**src/rtl/pwm_carrier_counter.sv**
```systemverilog
// pwm_carrier_counter
//   Carrier counter for one PWM channel. New config, period and divider
//   values are written into a shadow copy. They become active only at a
//   carrier boundary, or at any time while the channel is off, so a
//   running carrier period is never split.
//
// Ports
//   clk            system clock
//   resetn         asynchronous active-low reset
//   cfg_word       [6]pwm_onoff [5]int_onoff [4]pwmclkdiv_onoff
//                  [3]dtclkdiv_onoff [2]mask_mode [1:0]count_mode
//   cfg_period     carrier period (top count)
//   cfg_clkdiv     prescaler: a tick occurs every cfg_clkdiv+1 clocks
//                  when the divider is enabled
//   cfg_valid      1-cycle strobe that captures the cfg_* inputs
//   count          carrier count
//   count_dir      1 = counting up, 0 = counting down
//   evt_zero       1-cycle pulse: count entered 0 on a tick
//   evt_period     1-cycle pulse: count entered the active period on a tick
//   irq            evt_zero qualified by the active int_onoff
//   update_pending shadow holds values that are not yet active
//   cfg_active     active config word
module pwm_carrier_counter #(
   parameter int CNT_WIDTH = 16,
   parameter int DIV_WIDTH = 8,
   parameter int CFG_WIDTH = 7
) (
   input  logic                 clk,
   input  logic                 resetn,
   input  logic [CFG_WIDTH-1:0] cfg_word,
   input  logic [CNT_WIDTH-1:0] cfg_period,
   input  logic [DIV_WIDTH-1:0] cfg_clkdiv,
   input  logic                 cfg_valid,
   output logic [CNT_WIDTH-1:0] count,
   output logic                 count_dir,
   output logic                 evt_zero,
   output logic                 evt_period,
   output logic                 irq,
   output logic                 update_pending,
   output logic [CFG_WIDTH-1:0] cfg_active
);

   localparam int B_PWM_ON = 6;
   localparam int B_INT_ON = 5;
   localparam int B_DIV_ON = 4;

   localparam logic [1:0] M_UP     = 2'b00;
   localparam logic [1:0] M_DOWN   = 2'b01;
   localparam logic [1:0] M_UPDOWN = 2'b10;

   localparam logic [CNT_WIDTH-1:0] C_ZERO = '0;
   localparam logic [CNT_WIDTH-1:0] C_ONE  = CNT_WIDTH'(1);

   // shadow (written) and active (committed) copies
   logic [CFG_WIDTH-1:0] r_sh_cfg, r_cfg;
   logic [CNT_WIDTH-1:0] r_sh_period, r_period;
   logic [DIV_WIDTH-1:0] r_sh_div, r_div;
   logic                 r_pending;

   logic [DIV_WIDTH-1:0] r_presc;
   logic [CNT_WIDTH-1:0] r_count;
   logic                 r_dir;
   logic                 r_evt_zero, r_evt_period, r_irq;

   logic [1:0]           w_mode;
   logic                 w_on, w_tick, w_boundary, w_commit;
   logic [CFG_WIDTH-1:0] w_new_cfg, w_cfg_eff;
   logic [CNT_WIDTH-1:0] w_new_period, w_per_eff;
   logic [DIV_WIDTH-1:0] w_new_div;
   logic [CNT_WIDTH-1:0] w_next_count;
   logic                 w_next_dir;

   assign w_mode = r_cfg[1:0];
   assign w_on   = r_cfg[B_PWM_ON];
   assign w_tick = w_on && (!r_cfg[B_DIV_ON] || (r_presc == r_div));

   // A strobe in the commit cycle bypasses the shadow and goes straight
   // to the active registers.
   assign w_new_cfg    = cfg_valid ? cfg_word   : r_sh_cfg;
   assign w_new_period = cfg_valid ? cfg_period : r_sh_period;
   assign w_new_div    = cfg_valid ? cfg_clkdiv : r_sh_div;

   // Boundary is evaluated from the current count only. This keeps it
   // independent of the commit decision that it drives.
   always_comb begin
      w_boundary = 1'b0;
      case (w_mode)
         M_UP:     w_boundary = (r_count >= r_period);
         M_DOWN:   w_boundary = (r_count == C_ZERO);
         M_UPDOWN: w_boundary = (r_period == C_ZERO) || (!r_dir && (r_count <= C_ONE));
         default:  w_boundary = 1'b0;
      endcase
   end

   assign w_commit  = ((w_tick && w_boundary) || !w_on) && (r_pending || cfg_valid);
   assign w_cfg_eff = w_commit ? w_new_cfg    : r_cfg;
   assign w_per_eff = w_commit ? w_new_period : r_period;

   always_comb begin
      w_next_count = r_count;
      w_next_dir   = r_dir;
      case (w_mode)
         M_UP: begin
            w_next_dir   = 1'b1;
            w_next_count = (r_count >= r_period) ? C_ZERO : r_count + C_ONE;
         end
         M_DOWN: begin
            // the reload takes a period committed at this boundary
            w_next_dir   = 1'b0;
            w_next_count = (r_count == C_ZERO) ? w_per_eff : r_count - C_ONE;
         end
         M_UPDOWN: begin
            if (r_period == C_ZERO) begin
               w_next_count = C_ZERO;
               w_next_dir   = 1'b1;
            end else if (r_dir) begin
               // direction flips as the count arrives at the peak
               if (r_count >= r_period - C_ONE) begin
                  w_next_count = r_period;
                  w_next_dir   = 1'b0;
               end else begin
                  w_next_count = r_count + C_ONE;
               end
            end else begin
               if (r_count <= C_ONE) begin
                  w_next_count = C_ZERO;
                  w_next_dir   = 1'b1;
               end else begin
                  w_next_count = r_count - C_ONE;
               end
            end
         end
         default: begin
            w_next_count = r_count;
            w_next_dir   = r_dir;
         end
      endcase
   end

   always_ff @(posedge clk or negedge resetn) begin
      if (!resetn) begin
         r_sh_cfg     <= '0;
         r_sh_period  <= '0;
         r_sh_div     <= '0;
         r_cfg        <= '0;
         r_period     <= '0;
         r_div        <= '0;
         r_pending    <= 1'b0;
         r_presc      <= '0;
         r_count      <= '0;
         r_dir        <= 1'b1;
         r_evt_zero   <= 1'b0;
         r_evt_period <= 1'b0;
         r_irq        <= 1'b0;
      end else begin
         if (cfg_valid) begin
            r_sh_cfg    <= cfg_word;
            r_sh_period <= cfg_period;
            r_sh_div    <= cfg_clkdiv;
         end
         if (w_commit) begin
            r_cfg    <= w_new_cfg;
            r_period <= w_new_period;
            r_div    <= w_new_div;
         end
         r_pending <= (r_pending || cfg_valid) && !w_commit;

         r_evt_zero   <= 1'b0;
         r_evt_period <= 1'b0;
         r_irq        <= 1'b0;

         if (!w_on) begin
            // While the channel is off, the count is parked at the start
            // value of the config that is active next cycle.
            r_presc <= '0;
            if (w_cfg_eff[1:0] == M_DOWN) begin
               r_count <= w_per_eff;
               r_dir   <= 1'b0;
            end else begin
               r_count <= C_ZERO;
               r_dir   <= 1'b1;
            end
         end else begin
            if (w_commit || !r_cfg[B_DIV_ON] || (r_presc == r_div))
               r_presc <= '0;
            else
               r_presc <= r_presc + 1'b1;

            if (w_tick && (w_mode != 2'b11)) begin
               r_count      <= w_next_count;
               r_dir        <= w_next_dir;
               r_evt_zero   <= (w_next_count == C_ZERO);
               r_evt_period <= (w_next_count == w_per_eff);
               r_irq        <= (w_next_count == C_ZERO) && r_cfg[B_INT_ON];
            end
         end
      end
   end

   assign count          = r_count;
   assign count_dir      = r_dir;
   assign evt_zero       = r_evt_zero;
   assign evt_period     = r_evt_period;
   assign irq            = r_irq;
   assign update_pending = r_pending;
   assign cfg_active     = r_cfg;

endmodule
```
**config.mk**
```make
export PLATFORM = sky130hd
export DESIGN_NAME = pwm_carrier_counter
export DESIGN_NICKNAME = d
export VERILOG_FILES = /design/src/rtl/pwm_carrier_counter.sv
export SDC_FILE = /design/constraint.sdc
export NUM_CORES = 1
export LEC_CHECK = 0
export CAP_MARGIN = 20
export CORE_ASPECT_RATIO = 0.7
export CORE_UTILIZATION = 49
export CTS_CLUSTER_DIAMETER = 100
export DETAILED_ROUTE_END_ITERATION = 10
export GPL_TIMING_DRIVEN = 0
export PLACE_DENSITY_LB_ADDON = 0.3
export SETUP_SLACK_MARGIN = 0.5
export SLEW_MARGIN = 20
export SYNTH_ARGS = -nofsm -noshare
export SYNTH_HDL_FRONTEND = slang
export SYNTH_SLANG_ARGS = --single-unit
export TNS_END_PERCENT = 20
```
**constraint.sdc**
```tcl
create_clock -name clk -period 6.85 [get_ports clk]
set_clock_uncertainty 0.1 [all_clocks]
set_input_delay 1.7125 -clock clk [delete_from_list [all_inputs] [get_ports clk]]
set_output_delay 1.7125 -clock clk [all_outputs]
set_load 0.1 [all_outputs]
```
==> impl_metrics.yaml <==
setup_path:
  cp.buffers_inverters: 1
  r2r_slack_ns: 0.81
  rr_endpoint: "evt_period"
  cp_top_family: "simple AND/OR/NAND/NOR gates"
  crit_arrival_ns: 6.18
  worstPathMaxFanout: 10
  max_stage_delay_ns: 0.56
  crit_start: "r_period[4]"
  worst-r2r-cell-count: 19
  start_kind: "register"
  cp-end-kind: "register"
  critPathKind: "reg -> reg"
  required_ns: 6.99
  r2r_start: "r_period[4]"
  slowest_stage: "or4_4"
  path_cells: "or4_4 -> nor2_1 -> nand2_1 -> nor2_1 -> nand2_1 -> nor4_1 -> xnor2_1 -> ha_1 -> a211oi_1 -> o21bai_1 -> nor2_2 -> a22o_1 -> buf_2 -> a211oi_1 -> a2111oi_0 -> o32ai_1 -> nor4_1 -> nand4_1 -> nor4_1"
  critPathMostFrequentCell: "nor4_1"
clock_network:
  ctsHoldBuffers: 0
  clock_sinks: 91
  post_cts_buffers: 0
  cts_buffers: 9
  clkTransAtPathRegs_ns: 0.09
  clk_latency_ns: 0.37
  htree_levels: 3
  cts_root_buf: "clkbuf_16"
  clockBufferDepth: 2
  cts_tree: "yes"
logic_synthesis:
  netlist_top_cells_area: "dfrtp_1 31%, ha_1 7.3%, mux2_2 5.3%, nand2_1 4.6%, xnor2_1 3.9%"
  netlist_area_sq_um: 7380
  synth_adder_area_share_pct: 7.29
  syn_nets: 951
  synth-warning-count: 0
  synthMuxAreaShare_pct: 6.83
  syn_inst: 874
  ys_ff_latch: 91
  synthXorXnorAreaFrac_pct: 6.53
  synthSimpleGateAreaFrac_pct: 20.3
  synth_top_family_by_area: "compound AO/OA/AOI/OAI gates"
  yosys.area.top_type: "dfrtp_1"
  synth_common_cells: "90 x dfrtp_1, 90 x nand2_1, 75 x nor2_1"
  yosysTopAreaCellShare_pct: 30.5
  synth_cell_types: 85
  synthFlopType: "dfrtp_1"
  syn_area_per_cell_sq_um: 8.44
  yosysSeqAreaShare_pct: 30.9
  synth_edf_count: 0
  synthArstFlopShare_pct: 100
  synth_compound_area_share_pct: 22.8
sta:
  worstMarginPinSlew_ns: 1.22
  setup_viol: 0
  rsz0062_at_grt: "no"
  fin_crit_sh_pct: 88.2
  layout_min_cycle_time_ns: 6.04
  drv_slew: 0
  fin_hold_ws_ns: 0.398
  hold_viol_final: 0
  setup_tns_ns: 0
  fmax_mhz: 165
  slew_headroom_pct: 18.5
route:
  wl_met3_um: 4290
  dr.pass1.iters: 10
  via_per_inst: 6.65
  drt-total-wl_um: 29100
  wl_met1_um: 12600
  drc: 1
  drt_iter0_drc: 1045
  dr_wl_met2_um: 11300
  antenna_left: 0
  vias: 7622
  top_layer: "met4"
  detail_route.wl_per_cell_um: 25.4
worst_hold_path:
  holdPathStages: 1
  min-delay-start: "r_sh_div[2]"
  min_to: "r_sh_div[2]"
  hold_class: "reg -> reg"
final_layout:
  fin_nets: 1024
  drive_gt1_share_pct: 10.5
  antenna_cells: 0
  area_delta_synth_final_pct: 16.8
  nFillCells: 1375
  multiInputGateArea_sq_um: 4730
  regArea_sq_um: 2280
place:
  gp_congestion: 1.07
  hpwl_um: 22100
  portBuffers: 61
grt:
  track_usage_pct: 38.3
  grt-ovfl-total: 0
  grt_pass1_vias: 7036
  antenna_found_initial: 0
  grt_max_degree: 68
  grt_pass1_wl_um: 43600
pwr:
  clockPowerShare_pct: 48.1
  power.switching_uw: 288
  vdd_drop_max_mv: 0.137
  p_int_uw: 919
  leakagePower_nw: 3.61
  p_seq_share_pct: 46.3
  p_total_mw: 1.21
  powerDensity_nw_per_um2: 140
  switching_share_pct: 23.9
  pwr-share-comb_pct: 5.5
floorplanning:
  core_area_sq_um: 14700
  die_h_um: 105
  die_area_sq_um: 15600
  start_util_pct: 50.1
  dieWidth_um: 149
  ios: 62
  rows: 37
status:
  outcome: "complete, but fails checks"
  failed_checks: "design-rule violations"
job:
  drv_cap: 0
[timing repair]
| item | 4_1_cts | 5_1_grt |
|---|---|---|
| endpoints found under the hold margin | 0 | 0 |
| endpoints found under the setup margin | 0 | 3 |
| gates resized for setup | 0 | 4 |
[metal layers]
| layer | vias up | track usage (%) |
|---|---|---|
| li1 | 3355 | - |
| met1 | 3628 | 56.5 |
| met2 | 558 | 51.1 |
| met3 | 81 | 13.7 |
| met4 | 0 | 11.8 |
| met5 | - | 0 |
[registers in the layout (all words and copies together), names as in the netlist, 7 cells and up]
| signal | flops |
|---|---|
| r_div | 8 |
| count | 16 |
| r_sh_period | 16 |
| r_presc | 8 |
| r_period | 16 |
| cfg_active | 7 |
| r_sh_div | 8 |
| r_sh_cfg | 7 |
[area by class of cell]
cell class                 instances  area share [%]
buffer                            51            2.61
clock buffer                       9            2.61
clock inverter                     7            1.25
inverter                          45            1.96
multi-input combinational        687            54.9
sequential                        91            26.4
tap                              195            2.83
timing repair buffer              62            7.42
[worst register-to-register path: stages (launching register included)]
cell	delay, ns
dfrtp_1	0.51
or4_4	0.56
nor2_1	0.15
nand2_1	0.09
nor2_1	0.23
nand2_1	0.15
nor4_1	0.29
xnor2_1	0.12
ha_1	0.20
a211oi_1	0.40
o21bai_1	0.19
nor2_2	0.33
a22o_1	0.44
buf_2	0.40
a211oi_1	0.19
a2111oi_0	0.48
o32ai_1	0.15
nor4_1	0.32
nand4_1	0.22
nor4_1	0.40
[placed cells by master, fill, tap and decap left out, drive strengths merged, types with 8 or more instances in the layout]
master	count
nand4	19
nor3	26
clkdlybuf4s50	60
xnor2	33
inv	48
xor2	22
and3	8
dfrtp	90
mux2	35
a22oi	9
buf	20
a221oi	9
ha	43
nor2	77
o211ai	13
o21ai	47
nand2	92
a21o	10
a211oi	17
a21oi	56
mux2i	11
a221o	8
nand3	27
clkbuf	42
nor4	13
[kinds of logic after synthesis]
group           after synthesis
simple gates                302
compound gates              241
buf+inv                      96
flops                        91
xor+xnor                     55
mux                          46
fa+ha+maj                    43
[power groups by stage]
stage | Sequential, mW | Combinational [mW] | Clock [mW]
2_1_floorplan | 0.568 | 0.0271 | 0
3_3_place_gp | 0.569 | 0.0641 | 0
3_5_place_dp | 0.570 | 0.0674 | 0
4_1_cts | 0.559 | 0.0676 | 0.580
5_1_grt | 0.561 | 0.0731 | 0.604
6_report | 0.559 | 0.0665 | 0.581
[stage by stage]
stage	util (%)	setup WS (ns)	instance area, sq um	instances
after floorplan	-	2.06	7380	874
after global placement	55.9	0.485	8230	1130
after detailed placement	56.2	0.726	8270	1131
after CTS	58.4	0.649	8600	1147
after global routing	58.5	0.508	8620	1147
final	58.5	0.808	8620	1147
[worst max-delay path by stage]
stage	end	slack, ns	depth (start not counted)
2_1_floorplan	evt_period	2.06	19
3_3_place_gp	r_sh_period[14]	0.48	1
3_5_place_dp	irq	0.73	19
4_1_cts	irq	0.65	19
5_1_grt	irq	0.51	20
6_report	evt_period	0.81	19
No activity file was read; power rests on OpenSTA's default activity.
